`src/rtl/lutram_bist_ctrl.sv`:
```
// lutram_bist_ctrl: write-all/read-all BIST sequencer for the LUTRAM stress array.
// Each pass writes an address-derived pattern to every word and then reads it back.
// Odd passes invert the pattern. The block reports a sticky fail flag, a saturating
// error count and the address of the first mismatch of the run.
module lutram_bist_ctrl #(
  parameter int unsigned LUTRAM16X10 = 265,
  parameter int unsigned PASSES      = 2,
  parameter int unsigned RD_LAT      = 1,
  parameter logic [9:0]  SEED        = 10'h000,
  localparam int unsigned DEPTH      = LUTRAM16X10 * 16,
  localparam int unsigned ADDR_W     = $clog2(LUTRAM16X10 * 16)
) (
  input  logic              clk,
  input  logic              rst,
  input  logic              start,
  input  logic              abort,
  output logic [ADDR_W-1:0] mem_addr,
  output logic              mem_we,
  output logic [9:0]        mem_wdat,
  input  logic [9:0]        mem_rdat,
  output logic              busy,
  output logic              done,
  output logic              fail,
  output logic [15:0]       err_cnt,
  output logic [ADDR_W-1:0] err_addr
);

  localparam int unsigned PASS_W  = (PASSES > 1) ? $clog2(PASSES) : 1;
  localparam int unsigned PIPE_N  = (RD_LAT > 0) ? RD_LAT : 1;
  localparam int unsigned OUT_IDX = (RD_LAT > 0) ? RD_LAT - 1 : 0;

  typedef enum logic [2:0] {
    IDLE  = 3'd0,
    WRITE = 3'd1,
    READ  = 3'd2,
    DRAIN = 3'd3,
    DONE  = 3'd4
  } state_e;

  state_e              state_q, state_d;
  logic [ADDR_W-1:0]   addrCnt_q, addrCnt_d;
  logic [PASS_W-1:0]   passCnt_q, passCnt_d;
  logic [1:0]          drainCnt_q, drainCnt_d;
  logic                memWe_q, memWe_d;
  logic [9:0]          memWdat_q, memWdat_d;
  logic                busy_q, busy_d;
  logic                done_q, done_d;
  logic                fail_q, fail_d;
  logic [15:0]         errCnt_q, errCnt_d;
  logic [ADDR_W-1:0]   errAddr_q, errAddr_d;

  logic                pipeValid_q [PIPE_N];
  logic [ADDR_W-1:0]   pipeAddr_q  [PIPE_N];
  logic [9:0]          pipeExp_q   [PIPE_N];

  logic                issueValid;
  logic [9:0]          issueExp;
  logic                cmpValid;
  logic [ADDR_W-1:0]   cmpAddr;
  logic [9:0]          cmpExp;
  logic                lastAddr;
  logic                lastPass;
  logic                lastDrain;

  // Pattern word: address folded into 10 bits, seeded, inverted on odd passes.
  function automatic logic [9:0] pattern(input logic [ADDR_W-1:0] a, input logic p0);
    return 10'(a) ^ SEED ^ {10{p0}};
  endfunction

  // Read issue and compare-point selection; RD_LAT=0 compares the issue directly.
  always_comb begin
    issueValid = (state_q == READ) && !abort;
    issueExp   = pattern(addrCnt_q, passCnt_q[0]);
    if (RD_LAT == 0) begin
      cmpValid = issueValid;
      cmpAddr  = addrCnt_q;
      cmpExp   = issueExp;
    end else begin
      cmpValid = pipeValid_q[OUT_IDX] && !abort;
      cmpAddr  = pipeAddr_q[OUT_IDX];
      cmpExp   = pipeExp_q[OUT_IDX];
    end
    lastAddr  = (addrCnt_q == ADDR_W'(DEPTH - 1));
    lastPass  = (passCnt_q == PASS_W'(PASSES - 1));
    lastDrain = (32'(drainCnt_q) == RD_LAT - 1);
  end

  // Sequencer next state, counters, status and registered output values.
  always_comb begin
    state_d    = state_q;
    addrCnt_d  = addrCnt_q;
    passCnt_d  = passCnt_q;
    drainCnt_d = drainCnt_q;
    fail_d     = fail_q;
    errCnt_d   = errCnt_q;
    errAddr_d  = errAddr_q;

    case (state_q)
      IDLE: begin
        if (start && !abort) begin
          state_d   = WRITE;
          addrCnt_d = '0;
          passCnt_d = '0;
        end
      end
      WRITE: begin
        if (abort) begin
          state_d   = IDLE;
          addrCnt_d = '0;
        end else if (lastAddr) begin
          state_d   = READ;
          addrCnt_d = '0;
        end else begin
          addrCnt_d = addrCnt_q + 1'b1;
        end
      end
      READ: begin
        if (abort) begin
          state_d   = IDLE;
          addrCnt_d = '0;
        end else if (lastAddr) begin
          addrCnt_d  = '0;
          drainCnt_d = '0;
          if (RD_LAT != 0) begin
            state_d = DRAIN;
          end else if (lastPass) begin
            state_d = DONE;
          end else begin
            state_d   = WRITE;
            passCnt_d = passCnt_q + 1'b1;
          end
        end else begin
          addrCnt_d = addrCnt_q + 1'b1;
        end
      end
      DRAIN: begin
        if (abort) begin
          state_d = IDLE;
        end else if (lastDrain) begin
          drainCnt_d = '0;
          if (lastPass) begin
            state_d = DONE;
          end else begin
            state_d   = WRITE;
            passCnt_d = passCnt_q + 1'b1;
          end
        end else begin
          drainCnt_d = drainCnt_q + 1'b1;
        end
      end
      DONE: begin
        state_d = IDLE;
      end
      default: begin
        state_d = IDLE;
      end
    endcase

    if (state_q == IDLE && start && !abort) begin
      fail_d    = 1'b0;
      errCnt_d  = '0;
      errAddr_d = '0;
    end else if (cmpValid && (mem_rdat != cmpExp)) begin
      fail_d = 1'b1;
      if (errCnt_q != 16'hFFFF) begin
        errCnt_d = errCnt_q + 16'd1;
      end
      if (!fail_q) begin
        errAddr_d = cmpAddr;
      end
    end

    memWe_d   = (state_d == WRITE);
    memWdat_d = (state_d == WRITE) ? pattern(addrCnt_d, passCnt_d[0]) : 10'h000;
    busy_d    = (state_d == WRITE) || (state_d == READ) || (state_d == DRAIN);
    done_d    = (state_d == DONE);
  end

  // State, counters, status and output registers.
  always_ff @(posedge clk or posedge rst) begin
    if (rst) begin
      state_q    <= IDLE;
      addrCnt_q  <= '0;
      passCnt_q  <= '0;
      drainCnt_q <= '0;
      memWe_q    <= 1'b0;
      memWdat_q  <= '0;
      busy_q     <= 1'b0;
      done_q     <= 1'b0;
      fail_q     <= 1'b0;
      errCnt_q   <= '0;
      errAddr_q  <= '0;
    end else begin
      state_q    <= state_d;
      addrCnt_q  <= addrCnt_d;
      passCnt_q  <= passCnt_d;
      drainCnt_q <= drainCnt_d;
      memWe_q    <= memWe_d;
      memWdat_q  <= memWdat_d;
      busy_q     <= busy_d;
      done_q     <= done_d;
      fail_q     <= fail_d;
      errCnt_q   <= errCnt_d;
      errAddr_q  <= errAddr_d;
    end
  end

  // Expected-data pipe matching the array read latency; abort flushes it.
  always_ff @(posedge clk or posedge rst) begin
    if (rst) begin
      for (int i = 0; i < PIPE_N; i++) begin
        pipeValid_q[i] <= 1'b0;
        pipeAddr_q[i]  <= '0;
        pipeExp_q[i]   <= '0;
      end
    end else begin
      pipeValid_q[0] <= issueValid;
      pipeAddr_q[0]  <= addrCnt_q;
      pipeExp_q[0]   <= issueExp;
      for (int i = 1; i < PIPE_N; i++) begin
        pipeValid_q[i] <= pipeValid_q[i-1] && !abort;
        pipeAddr_q[i]  <= pipeAddr_q[i-1];
        pipeExp_q[i]   <= pipeExp_q[i-1];
      end
    end
  end

  assign mem_addr = addrCnt_q;
  assign mem_we   = memWe_q;
  assign mem_wdat = memWdat_q;
  assign busy     = busy_q;
  assign done     = done_q;
  assign fail     = fail_q;
  assign err_cnt  = errCnt_q;
  assign err_addr = errAddr_q;

endmodule

```
`config.mk`:
```
export PLATFORM = sky130hd
export DESIGN_NAME = lutram_bist_ctrl
export DESIGN_NICKNAME = d
export VERILOG_FILES = /design/src/rtl/lutram_bist_ctrl.sv
export SDC_FILE = /design/constraint.sdc
export NUM_CORES = 1
export LEC_CHECK = 0
export ABC_AREA = 1
export CAP_MARGIN = 20
export CORE_MARGIN = 2
export CORE_UTILIZATION = 45
export CTS_BUF_LIST = sky130_fd_sc_hd__clkbuf_4 sky130_fd_sc_hd__clkbuf_8
export DETAILED_ROUTE_END_ITERATION = 12
export PLACE_DENSITY = 0.71
export REMOVE_ABC_BUFFERS = 1
export SKIP_LAST_GASP = 1
export SLEW_MARGIN = 40
export SYNTH_ARGS = -nofsm -noshare
export SYNTH_HDL_FRONTEND = slang
export SYNTH_SLANG_ARGS = --single-unit
```
`constraint.sdc`:
```
create_clock -name clk -period 3.1 [get_ports clk]
set_input_delay 0.62 -clock clk [delete_from_list [all_inputs] [get_ports clk]]
set_output_delay 0.62 -clock clk [all_outputs]
set_load 0.005 [all_outputs]
```
Word-level counts from Yosys, hierarchy flattened --
Cells that the tools add are included.
Operators by class: add/sub/neg operators 4, equality and inequality tests 15, mux-type cells 32, bitwise operators 2, reduce and logical (&&, ||, !) cells 20
Operators by type and width (number):
- two-way mux 13 bit | 6
- two-way mux 16 bit | 3
- one-hot mux 13 bit (2 select lines) | 1
- two-way mux 3 bit | 8
- XOR 10 bit | 2
- adder 16 x 1 -> 16 bit (second input constant) | 1
- inequality test 16 bit (second input constant) | 1
- adder 13 x 1 -> 13 bit (second input constant) | 1
- equality test 13 bit (second input constant) | 1
- equality test 3 x 2 -> 1 bit (second input constant) | 4
- one-hot mux 3 bit (4 select lines) | 1
- two-way mux 10 bit | 1
- inequality test 10 bit | 1
- two-way mux 2 bit | 4
- inequality test 2 bit (second input constant) | 4
- nonzero test 2 bit | 4
- equality test 3 x 1 -> 1 bit (second input constant) | 2
- logical AND 1 bit | 6
- two-way mux 1 bit | 6
- AND reduction 2 bit | 3
- one-hot mux 2 bit (2 select lines) | 1
- AND reduction 4 bit | 1
- equality test 3 bit (second input constant) | 1
- logical NOT 3 bit | 1
- other kinds (8) | 9
Storage, ports and cells: register bits 86, input bits 14, word-level logic and storage cells 88

Longest topological paths before layout --
word-level depth 7, mapped depth 12

Least setup slack after synthesis --
No wires, ideal clock.
kind input port to flip-flop, start in mem_rdat[5], end reg errCnt_q[5] (netlist: err_cnt[5]), arrival 1.554 ns, data required time 2.983 ns, path slack 1.429 ns, stages 8, buffers on the path 1, cell sequence or2_0 -> a21oi_1 -> nand3_2 -> nand3_2 -> nand2_2 -> buf_6 -> nand2_1 -> nand2_1
Between the ends: cells in the longest elaborated chain, start to end 4
RTL lines:
- from (decl) | RTL line 20 | input logic [9:0] mem_rdat,
- inequality test 10 bit | RTL line 163 | end else if (cmpValid && (mem_rdat != cmpExp)) begin
- logical AND 1 bit | RTL line 163
- nonzero test 2 bit (no source line)
- AND reduction 2 bit (no source line)
- to (signal assigned) | RTL line 203 | errCnt_q <= errCnt_d;
- to (decl) | RTL line 49 | logic [15:0] errCnt_q, errCnt_d;
Every way passes these cells. A chain may end at the register's enable or synchronous reset.

Final worst setup path --
start in abort, end reg memWdat_q[8] (netlist: mem_wdat[8])
Between the ends: cells in the longest elaborated chain, start to end 6
RTL lines:
- from (decl) | RTL line 16 | input logic abort,
- logical NOT 1 bit | RTL line 100 | if (start && !abort) begin
- logical AND 1 bit | RTL line 100
- two-way mux 3 bit | RTL line 100
- one-hot mux 3 bit (4 select lines) (*) | RTL line 98 | case (state_q)
- named net state_d[0] | RTL line 40 | state_e state_q, state_d;
- equality test 3 x 1 -> 1 bit (*) | RTL line 174 | memWdat_d = (state_d == WRITE) ? pattern(addrCnt_d, passCnt_d[0]) : 10'h000;
- two-way mux 10 bit (*) | RTL line 174
- named net memWdat_d[8] | RTL line 45 | logic [9:0] memWdat_q, memWdat_d;
- to (signal assigned) | RTL line 199 | memWdat_q <= memWdat_d;
- to (decl) | RTL line 45
Mark *: on every way through the listed nets, which the timed path passes. The rest lies on a longest branch. The select of a mux whose other input is x is not followed.

==> results.tsv <==
metric	value	unit
grt_pass1_vias	3522	
post-route-period-util	0.772	
cts_inserted_buffers	9	
peakVddDrop	0.235	mV
antenna_found_initial	0	
layout-drive-gt1-share	0.113	
synth.avg_cell_area	8.34	um2
hpwl	7300	um
clockBufferDepth	2	
synth_top_area_cell	dfrtp_1	
die-area	10400	um2
async_reset_ff_frac	1.00	
layout_setup_ws	0.708	ns
syn_inst	520	
ctsHoldBuffers	0	
period_minus_slack	2.39	ns
firstDrtPassIters	4	
synth_edf_count	0	
cp_common_cell	nand2_2	
wl_per_cell	14.1	um
chipWidth	102	um
crit_required	3.39	ns
cts_tree	yes	
power_density	451	nW/um2
report.final.slew_viol_count	0	
core-area	9280	um2
ant_nets	0	
drc	0	
layout.nets	605	
use_met2	0.344	
start_kind	input port	
power.static_leakage	2.52	nW
cts.reportedPaths.clkPinSlew	0.09	ns
final_util	0.575	
yosysMostFrequentCell	nand2_1	
ys_warn_count	0	
slowest_delay	0.57	ns
initial_core_util	0.467	
row_count	35	
crit_chain	clkdlybuf4s50_1 -> inv_2 -> nand2_2 -> nor2_8 -> inv_4 -> nand2_2 -> inv_2 -> nand2_2 -> nor2_4 -> inv_2 -> nand2_2 -> a21oi_1	
rsz0062_at_grt	no	
met3_usage	0.0417	
portBuffers	69	
synthTopCellsByCount	nand2_1 (146), dfrtp_1 (86), nor2_1 (59)	
vias	3617	
clk-insertion-delay-late	0.36	ns
ys_seq_area_frac	0.496	
finalSetupViolations	0	
postCtsSetupBuffers	0	
ys_seq_elements	86	
grt_pass1_wl	16800	um
synth_area_leaders	dfrtp_1 (50%), nand2_1 (13%), nand3_1 (6.7%)	
hold_path_class	flop to flop	
cts.htree.levels	3	
grt_overflow	0	
drt_iter0_markers	116	
pre_cts_ws	0.370	ns
die_height	102	um
crit_slowest_cell	clkdlybuf4s50_1	
io_pins	70	
vias_per_cell	5.02	
max_slew.worst_pin.slew	0.657	ns
synth_cell_type_count	39	
cp_max_fo	18	
area_delta_synth_final	23.2	%
grt_max_degree	42	
outcome	complete, no violations	
drv_cap	0	
num-fill-cells	870	
track_usage	0.206	
maxSlewHeadroom	0.562	
synth_flop_cell	dfrtp_1	
synth_area	4340	um2
tns	0	ns
hold_viol	0	
totalWireLength	10100	um
end_kind	flop	
use_met1	0.277	
totalPowerFinal	2.41	mW
globalplace.congestion	0.894	
cts_resized	0	
antenna_cells	0	
cp.arrival	2.68	ns
synth_top_area_frac	0.496	
fin_skew	0.0109	ns
critical_path_class	input port to flop	
clkSinkCount	86	
top_usage_layer	met2	
cts_root_buf	clkbuf_8	
fmax	418	MHz
-- registers in the layout, indices dropped and copies added (netlist names), 2 cells and up --
| signal | flops |
|---|---|
| state_q | 3 |
| cmpAddr | 13 |
| err_cnt | 16 |
| mem_wdat | 10 |
| drainCnt_q | 2 |
| cmpExp | 10 |
| mem_addr | 13 |
| err_addr | 13 |
-- area by class of cell --
class                      instances  area (um2)  share of cell area
timing repair buffer              74         741               0.139
clock inverter                     5        65.1              0.0122
multi-input combinational        372        1910               0.358
inverter                          44         169              0.0316
tap                              129         161              0.0302
sequential                        86        2150               0.403
clock buffer                      10         138              0.0258
-- per-layer routing --
metal,up-vias,share of wire
li1,1791,-
met1,1707,0.46
met2,107,0.48
met3,12,0.052
met4,0,0.012
met5,-,0
-- cells in the final DEF (no fill, tap or decap), drive strengths merged --
| cell | count |
|---|---|
| a211oi | 1 |
| a21oi | 9 |
| and2 | 1 |
| buf | 5 |
| bufinv | 1 |
| clkbuf | 10 |
| clkdlybuf4s50 | 69 |
| clkinv | 2 |
| dfrtp | 86 |
| ha | 4 |
| inv | 46 |
| nand2 | 153 |
| nand3 | 65 |
| nand3b | 1 |
| nand4 | 10 |
| nor2 | 65 |
| nor3 | 10 |
| nor4 | 2 |
| o211ai | 1 |
| o21a | 1 |
| o21ai | 11 |
| o22ai | 1 |
| or2 | 7 |
| xnor2 | 10 |
| xor2 | 20 |
-- worst max-delay path: cells and delay by family --
family / cells / cell delay (ns)
buffers and inverters: 5 / 1.08
and+or+nand+nor: 6 / 0.82
AOI/OAI and AO/OA: 1 / 0.13
-- stage by stage --
stage / cell area, um2 / hold WS (ns) / instances
global route: 5340 / 0.459 / 720
CTS: 5340 / 0.446 / 720
floorplan: 4230 / 0.396 / 502
global placement: 5140 / 0.425 / 705
finish: 5340 / 0.440 / 720
detailed placement: 5140 / 0.427 / 705
-- worst paths after layout --
path	start	to	slack, ns	cells past startpoint
setup / recovery	abort	mem_wdat[8]	0.71	12
hold / removal	cmpAddr[3]	err_addr[3]	0.44	2
setup reg to reg	mem_addr[0]	mem_wdat[5]	1.04	10
hold reg to reg	cmpAddr[3]	err_addr[3]	0.44	2
max in group asynchronous	rst	mem_wdat[2]	1.83	3
min in group asynchronous	rst	err_addr[5]	0.64	2
-- power by group --
part	internal [mW]	switching (mW)	leakage, nW	total (mW)
registers	1.18	0.0813	1.18	1.26
logic	0.159	0.167	1.23	0.326
clock network	0.401	0.426	0.104	0.827
total	1.74	0.674	2.52	2.41
-- cell families after synthesis --
logic type | synth area share
flops | 0.496
xor+xnor | 0.0606
simple gates | 0.334
fa+ha+maj | 0.0115
buf+inv | 0.0620
compound gates | 0.0349
No activity file was read; power rests on OpenSTA's default activity.
